`src/rtl/proc_seq_pkg.sv`:
```
// Shared types and constants for the multicycle phase sequencer:
// state encoding, opcode/ALU-op decodes, writeback select and status codes.
package proc_seq_pkg;

  typedef enum logic [2:0] {
    S_IDLE   = 3'd0,
    S_FETCH  = 3'd1,
    S_DECODE = 3'd2,
    S_EXEC   = 3'd3,
    S_MEM    = 3'd4,
    S_WB     = 3'd5,
    S_HALT   = 3'd6
  } state_t;

  localparam logic [4:0] OP_R    = 5'b00000;
  localparam logic [4:0] OP_ADDI = 5'b00101;
  localparam logic [4:0] OP_SW   = 5'b00111;
  localparam logic [4:0] OP_LW   = 5'b01000;

  localparam logic [4:0] ALU_ADD = 5'b00000;
  localparam logic [4:0] ALU_SUB = 5'b00001;

  localparam logic [1:0] WSEL_ALU  = 2'd0;
  localparam logic [1:0] WSEL_MEM  = 2'd1;
  localparam logic [1:0] WSEL_STAT = 2'd2;

  localparam logic [1:0] ST_NONE = 2'd0;
  localparam logic [1:0] ST_ADD  = 2'd1;
  localparam logic [1:0] ST_ADDI = 2'd2;
  localparam logic [1:0] ST_SUB  = 2'd3;

  // Status code for an overflowing add/sub/addi; ST_NONE otherwise.
  function automatic logic [1:0] ovf_status(
    input logic [4:0] op,
    input logic [4:0] aop,
    input logic       ovf
  );
    logic [1:0] st;
    st = ST_NONE;
    if (ovf) begin
      if (op == OP_ADDI)
        st = ST_ADDI;
      else if (op == OP_R && aop == ALU_ADD)
        st = ST_ADD;
      else if (op == OP_R && aop == ALU_SUB)
        st = ST_SUB;
    end
    return st;
  endfunction

endpackage

```
`src/rtl/proc_phase_sequencer.sv`:
```
// Multicycle control sequencer: steps FETCH/DECODE/EXEC/MEM/WB, steers
// writeback (ALU, dmem or overflow status to $r30) and counts retirements.
// Ports: clock, ctrl_reset (async, active-low), run, opcode, alu_op, ovf in;
// per-phase enables, rf_wsel/rf_wr30/status_code, illegal, halted, busy,
// instr_count out.
module proc_phase_sequencer
  import proc_seq_pkg::*;
#(
  parameter int         CNT_W   = 32,
  parameter logic [4:0] HALT_OP = 5'b11111
) (
  input  logic             clock,
  input  logic             ctrl_reset,
  input  logic             run,
  input  logic [4:0]       opcode,
  input  logic [4:0]       alu_op,
  input  logic             ovf,
  output logic             imem_en,
  output logic             ir_we,
  output logic             pc_we,
  output logic             rf_re,
  output logic             alu_en,
  output logic             dmem_we,
  output logic             dmem_re,
  output logic             rf_we,
  output logic [1:0]       rf_wsel,
  output logic             rf_wr30,
  output logic [1:0]       status_code,
  output logic             illegal,
  output logic             halted,
  output logic             busy,
  output logic [CNT_W-1:0] instr_count
);

  state_t           r_state;
  logic             r_is_lw;
  logic [1:0]       r_wsel;
  logic             r_wr30;
  logic [1:0]       r_status;
  logic             r_illegal;
  logic [CNT_W-1:0] r_count;

  logic       w_op_alu;
  logic       w_op_mem;
  logic       w_op_halt;
  logic [1:0] w_status;
  state_t     w_bnd;

  assign w_op_alu  = (opcode == OP_R) || (opcode == OP_ADDI);
  assign w_op_mem  = (opcode == OP_SW) || (opcode == OP_LW);
  assign w_op_halt = (opcode == HALT_OP);
  assign w_status  = ovf_status(opcode, alu_op, ovf);
  // run is only consulted at instruction boundaries
  assign w_bnd     = run ? S_FETCH : S_IDLE;

  localparam logic [CNT_W-1:0] ONE = {{(CNT_W-1){1'b0}}, 1'b1};

  always_ff @(posedge clock or negedge ctrl_reset) begin
    if (!ctrl_reset) begin
      r_state   <= S_IDLE;
      r_is_lw   <= 1'b0;
      r_wsel    <= WSEL_ALU;
      r_wr30    <= 1'b0;
      r_status  <= ST_NONE;
      r_illegal <= 1'b0;
      r_count   <= '0;
    end else begin
      case (r_state)
        S_IDLE: begin
          if (run)
            r_state <= S_FETCH;
        end
        S_FETCH:  r_state <= S_DECODE;
        S_DECODE: r_state <= S_EXEC;
        S_EXEC: begin
          r_is_lw  <= (opcode == OP_LW);
          r_status <= w_status;
          r_wr30   <= (w_status != ST_NONE);
          if (opcode == OP_LW)
            r_wsel <= WSEL_MEM;
          else if (w_status != ST_NONE)
            r_wsel <= WSEL_STAT;
          else
            r_wsel <= WSEL_ALU;
          unique case (1'b1)
            w_op_alu:  r_state <= S_WB;
            w_op_mem:  r_state <= S_MEM;
            w_op_halt: r_state <= S_HALT;
            default: begin
              r_illegal <= 1'b1;
              r_state   <= w_bnd;
            end
          endcase
        end
        S_MEM: begin
          if (r_is_lw) begin
            r_state <= S_WB;
          end else begin
            r_count <= r_count + ONE;
            r_state <= w_bnd;
          end
        end
        S_WB: begin
          r_count <= r_count + ONE;
          r_state <= w_bnd;
        end
        S_HALT:  r_state <= S_HALT;
        default: r_state <= S_IDLE;
      endcase
    end
  end

  assign imem_en     = (r_state == S_FETCH);
  assign ir_we       = (r_state == S_DECODE);
  assign pc_we       = (r_state == S_DECODE);
  assign rf_re       = (r_state == S_DECODE);
  assign alu_en      = (r_state == S_EXEC);
  assign dmem_we     = (r_state == S_MEM) && !r_is_lw;
  assign dmem_re     = (r_state == S_MEM) && r_is_lw;
  assign rf_we       = (r_state == S_WB);
  assign halted      = (r_state == S_HALT);
  assign busy        = (r_state != S_IDLE) && (r_state != S_HALT);
  assign rf_wsel     = r_wsel;
  assign rf_wr30     = r_wr30;
  assign status_code = r_status;
  assign illegal     = r_illegal;
  assign instr_count = r_count;

endmodule

```
`config.mk`:
```
export PLATFORM = sky130hd
export DESIGN_NAME = proc_phase_sequencer
export DESIGN_NICKNAME = d
export VERILOG_FILES = /design/src/rtl/proc_seq_pkg.sv /design/src/rtl/proc_phase_sequencer.sv
export SDC_FILE = /design/constraint.sdc
export NUM_CORES = 1
export LEC_CHECK = 0
export BUFFER_PORTS_ARGS = -buffer_cell sky130_fd_sc_hd__buf_2
export CORE_MARGIN = 3
export CORE_UTILIZATION = 46
export DETAILED_ROUTE_END_ITERATION = 7
export PLACE_DENSITY = 0.82
export SYNTH_ARGS = -nofsm -noshare
export SYNTH_HDL_FRONTEND = slang
export SYNTH_SLANG_ARGS = --single-unit
```
`constraint.sdc`:
```
create_clock -name clock -period 1.7 [get_ports clock]
set_clock_uncertainty 0.2 [all_clocks]
set_input_delay 0.255 -clock clock [delete_from_list [all_inputs] [get_ports clock]]
set_output_delay 0.255 -clock clock [all_outputs]
set_load 0.05 [all_outputs]
```
======== Word level (Yosys, flattened, before mapping) ========
Cells that the tools add are included.
storage, ports and cells
  flip-flop bits (word level) ............. 42
  input bits .............................. 14
  output and inout bits ................... 48
  word-level logic and storage cells ...... 53
operators by class
  add/sub/neg operators ................... 1
  equal/unequal tests ..................... 14
  muxes and demuxes ....................... 13
  bitwise operators ....................... 1
  reductions and logical operators ........ 17
operators with widths
  kind                                                              number
  32-bit case mux with 2 select lines                               1
  32-bit by 1-bit adder with 32-bit output (second input constant)  1
  32-bit two-way mux                                                1
  3-bit case mux with 7 select lines                                1
  2-bit two-way mux                                                 6
  5-bit by 3-bit == test with 1-bit output (second input constant)  2
  5-bit logical NOT                                                 2
  3-bit == test (second input constant)                             3
  3-bit case mux with 3 select lines                                1
  3-bit by 2-bit == test with 1-bit output (second input constant)  2
  3-bit two-way mux                                                 2
  5-bit by 1-bit == test with 1-bit output (second input constant)  1
  5-bit by 4-bit == test with 1-bit output (second input constant)  1
  5-bit == test (second input constant)                             1
  1-bit logical AND                                                 5
  2-bit inequality test (second input constant)                     2
  2-bit AND reduction                                               2
  2-bit nonzero test                                                2
  3-bit by 1-bit == test with 1-bit output (second input constant)  1
  3-bit logical NOT                                                 1
  3-bit inequality test (second input constant)                     1
  3-bit nonzero test                                                1
  3-bit OR reduction                                                1
  1-bit logical OR                                                  2
  3 further kinds                                                   3

======== Logic depth before layout (Yosys ltp) ========
  depth after elaboration ................. 9
  depth in mapped cells ................... 8

======== Least setup slack after synthesis ========
Ideal clock, no wire load.
  path type ............................... flip-flop to output port
  start point ............................. register r_state[1]
  end point ............................... output pc_we
  data arrival time ....................... 2.179 ns
  data required time ...................... 1.245 ns
  setup slack ............................. -0.934 ns
  stages on the path, launching flop included .. 5
  buffers on the path ..................... 2
  cells stage by stage .................... dfrtp_1 clkbuf_1 inv_1 nor3_1 buf_4
on the way
  cells in the longest elaborated chain, start to end .. 1
RTL lines
  what                                      RTL line                     text
  from (decl)                               proc_phase_sequencer.sv:35   state_t r_state;
  from (signal assigned)                    proc_phase_sequencer.sv:91   r_state <= w_bnd;
  from (signal assigned)                    proc_phase_sequencer.sv:100  r_state <= w_bnd;
  from (signal assigned)                    proc_phase_sequencer.sv:105  r_state <= w_bnd;
  3-bit by 2-bit == test with 1-bit output  --
  to (decl)                                 proc_phase_sequencer.sv:20   output logic pc_we,
Every way passes these cells.

======== Worst setup path after layout ========
  start point ............................. register r_state[2]
  end point ............................... output busy
on the way
  cells in the longest elaborated chain, start to end .. 2
RTL lines
  what                                                         RTL line                     text
  3-bit inequality test or 3-bit nonzero test (tied branches)  proc_phase_sequencer.sv:122  assign busy = (r_state != S_IDLE) && (r_state != S_HALT);
  1-bit logical AND *                                          proc_phase_sequencer.sv:122
  to (decl)                                                    proc_phase_sequencer.sv:31   output logic busy,
Mark *: on every way between the ends. The rest lies on a longest branch, timed or not.

==> results.txt <==
----------------------------------------------------
[CTS]
  Sink Count ... 41
  Root Buffer ... clkbuf_8
  H-tree Lvls ... 2
  Clock slew seen by the registers of the worst setup and hold paths ... approximately 0.080 ns
  Number of buffers created by CTS ... 5
  Clock Tree Buf Depth ... 2
  Clock tree from TritonCTS ... done
  Insertion delay of the later-clocked pin in the worst-skew pair ... 0.30 ns

[Timing]
  Endpoints failing hold ... 1
  Final worst-path cycle share ... 114%
  Maximum clock frequency ... 517 MHz
  Final setup margin ... -0.233 ns
  Final number of max-transition violations ... 0
  Max-Slew Margin vs Limit ... between 60% and 70%
  Finish-stage setup viols ... 34
  Transition time at the pin with the least slew margin ... 0.523 ns
  RSZ-0062 raised after global routing ... true
  Fin crit period ... between 1.5 and 2 ns
  Minimum hold slack ... -0.000826 ns

[GRT]
  Wire length of the first global-routing pass ... roughly 11 mm
  GRT Total Usage ... between 20% and 30%
  Antenna violations before repair ... 0
  Maximum number of pins on one net before global-route repair ... 42
  Remaining global-route overflow ... 0
  Vias in the first global route ... ~2100

[Finish]
  Layout cells sized above 1 ... approximately 63%
  Post-route standard cell area excluding fillers ... approximately 3700 um^2
  Area growth from synthesis to layout ... 75.2%
  Antenna diode count ... 0
  Total number of nets in the final design ... around 340
  Count of fill cells added during filler insertion ... between 150 and 200
  Final design utilization ... between 80% and 90%

[Floorplanning]
  Starting density of the core ... between 40 and 50%
  Row count ... 23
  Ports placed on the boundary ... 62
  Core area ... roughly 4200 um^2
  Die area ... 5400 um^2
  Die width ... roughly 74 um
  Die height ... roughly 74 um

[Logic synthesis]
  Fraction of synthesized cell area taken by the top area cell type ... between 40% and 50%
  Synthesized area per cell ... 10.2 um^2
  Count leader, synth ... dfrtp_1
  Share of async-settable or async-resettable flops after synthesis ... 100%
  Synthesis Warnings ... 0
  Syn_nets ... 220
  Ranking of synthesized cells by instance count ... 41 x dfrtp_1, 24 x xor2_1, 18 x nand2_1
  Dominant cell type by area after synthesis ... dfrtp_1
  Netlist area before placement ... about 2100 um^2
  Fraction of the yosys area taken by sequential cells ... approximately half
  Number of different library cells in the post-synthesis netlist ... 37
  Gate Count Post-Synth ... about 210
  Leading cell types by total area after synthesis ... dfrtp_1 49%, xor2_1 10%, nor4_2 6.0%
  Flop and latch count out of synthesis ... between 40 and 50
  EDFF count, synth ... 0
  Primary FF master, synth ... dfrtp_1

[Outcome]
  Violations in the final reports ... hold timing, setup timing
  Run status ... finished with violations

[Power]
  Leakage power of the design ... approximately 0.0021 uW
  VDD IR-drop max ... slightly below 0.0006 V
  Pwr Density ... 476 nW/um^2

[Critical path]
  Setup Crit Path Kind ... register to output pin
  Crit Reg-Reg Endpoint ... instr_count[26]$_DFFE_PN0P_
  Crit-path max cell delay ... about 0.44 ns
  Worst r2r src ... r_state[1]$_DFFE_PN0P_
  Nature of the critical path endpoint ... output pin
  Number of buffer and inverter stages on the critical path ... 1
  Logic depth of the worst path, buffers included ... 3
  Timing startpoint of the critical path ... r_state[2]$_DFFE_PN0P_
  Minimum setup slack among reg-to-reg paths ... -0.22 ns
  Worst EP arrival ... about 1.5 ns
  Termination of the worst setup path ... busy
  Number of cells traversed by the worst register-to-register path ... 6
  Highest net fanout along the worst path ... 4
  Required time of the worst setup path ... 1.24 ns
  Startpoint type of the worst setup path ... register
  Category of cells accounting for the largest share of critical-path delay ... simple AND/OR/NAND/NOR gates
  Ordered list of cells on the worst path ... and2b_2 > or3_4 > buf_8
  Highest-delay cell along the critical path ... dfrtp_2

[Drt]
  Total wire length ... ~7 mm
  Antenna-violating nets left ... 0
  Average routed wire per standard cell ... 19.1 um
  Detailed Route Iter0 Violations ... ~110
  Post-route DRC violation count ... 0
  Via total after detailed routing ... between 2000 and 2500
  Number of vias per cell after detailed routing ... approximately 5.6
  First-pass iteration count of the detailed router ... 4

[Placement]
  Number of buffer cells added on primary ports ... 61
  Cell Area, Placed ... roughly 2900 um^2
  GP Congestion ... ~0.8
  HPWL reported at the end of detailed placement ... roughly 3.6 mm

[Worst hold path]
  Worst min path class ... primary input to register

[Run]
  Maximum capacitance violations ... 0

----------------------------------------------------
where the power goes:
group	switching (uW)	total, uW	internal (uW)
registers	0	974	974
logic	36.9	56.9	20.0
clock network	350	718	367
total	387	1750	1360
metal layers:
| metal | wire length, um | share of wire [%] | track usage (%) | vias to the layer above |
|---|---|---|---|---|
| met3 | 426 | 5.9 | 6.16 | 20 |
| met2 | 3680 | 51 | 44.3 | 95 |
| met1 | 2840 | 40 | 31.0 | 1016 |
| li1 | - | - | - | 957 |
| met5 | 0 | 0 | 0 | - |
| met4 | 219 | 3.1 | 11.9 | 0 |
state kept, by name, summed over array words and instances (netlist names):
register and flops:
illegal 1, status_code 2, rf_wsel 2, r_state 3
instr_count 32, rf_wr30 1
area by class of cell:
| type | count | area, um^2 | share of cell area (%) |
|---|---|---|---|
| Sequential cell | 41 | 1060 | 28.8 |
| Timing Repair Buffer | 123 | 1030 | 28.1 |
| Clock buffer | 7 | 96.3 | 2.62 |
| Tap cell | 50 | 62.6 | 1.70 |
| Multi-Input combinational cell | 145 | 1380 | 37.5 |
| Clock inverter | 1 | 5.00 | 0.136 |
| Inverter | 8 | 42.5 | 1.16 |
layout by cell type (no fill, tap or decap), types with 3 or more instances in the layout:
cell type / n
nand3_1: 8
nor2_4: 3
buf_16: 3
buf_12: 7
nor3_4: 11
nand2_1: 17
dfrtp_2: 25
nor2_1: 5
xor2_1: 24
xnor2_1: 7
nor2_2: 3
nor4_4: 14
buf_2: 51
buf_6: 17
buf_4: 41
a21oi_1: 4
and3_1: 3
inv_1: 6
buf_8: 3
clkbuf_8: 7
dfrtp_1: 16
a21o_1: 3
nand4_1: 7
logic make-up (layout without fill, tap and decap cells):
family                     count (synthesis)  after routing  synth area share, %
and+or+nand+nor                           95             95                 27.2
xor gates and xnor gates                  31             31                 13.0
DFF                                       41             41                 49.0
buffers and inverters                     19            139                 4.48
adders and majority gates                  1              1                0.597
AOI/OAI and AO/OA                         17             17                 5.31
muxes                                      1              1                0.537
metrics by stage:
step | power [uW] | std cells | TNS (ns) | setup slack, ns
6_report | 1750 | 375 | -4.21 | -0.233
5_1_grt | 1800 | 375 | -6.40 | -0.285
4_1_cts | 1730 | 368 | -2.39 | -0.193
3_5_place_dp | 1050 | 341 | -0.521 | -0.0705
3_3_place_gp | 1050 | 341 | -0.0625 | -0.0232
2_1_floorplan | 1010 | 205 | -5.22 | -0.302
tightest hold or removal path, cell delays in order:
cell	delay, ns
buf_2	0.11
nand2_1	0.05
o31ai_1	0.05
worst min path at each step:
stage                    start                          end  slack, ns  cells past startpoint
floorplan           ctrl_reset          illegal$_DFFE_PN0P_      -0.24                      0
global placement    ctrl_reset  instr_count[28]$_DFFE_PN0P_       0.14                      2
detailed placement  ctrl_reset  instr_count[28]$_DFFE_PN0P_       0.14                      2
CTS                        ovf   status_code[0]$_DFFE_PN0P_       0.02                      3
global route               ovf   status_code[0]$_DFFE_PN0P_       0.02                      3
finish                     ovf   status_code[0]$_DFFE_PN0P_    -0.0008                      3
what timing repair did:
item / 4_1_cts / 5_1_grt
hold buffers: 1 / 0
pin swaps: 33 / 18
setup endpoints to repair: 30 / 37
cloned: 3 / 0
setup buffers: 15 / 7
endpoints found under the hold margin: 41 / 0
resized for setup: 70 / 13
No activity file was read; power rests on OpenSTA's default activity.
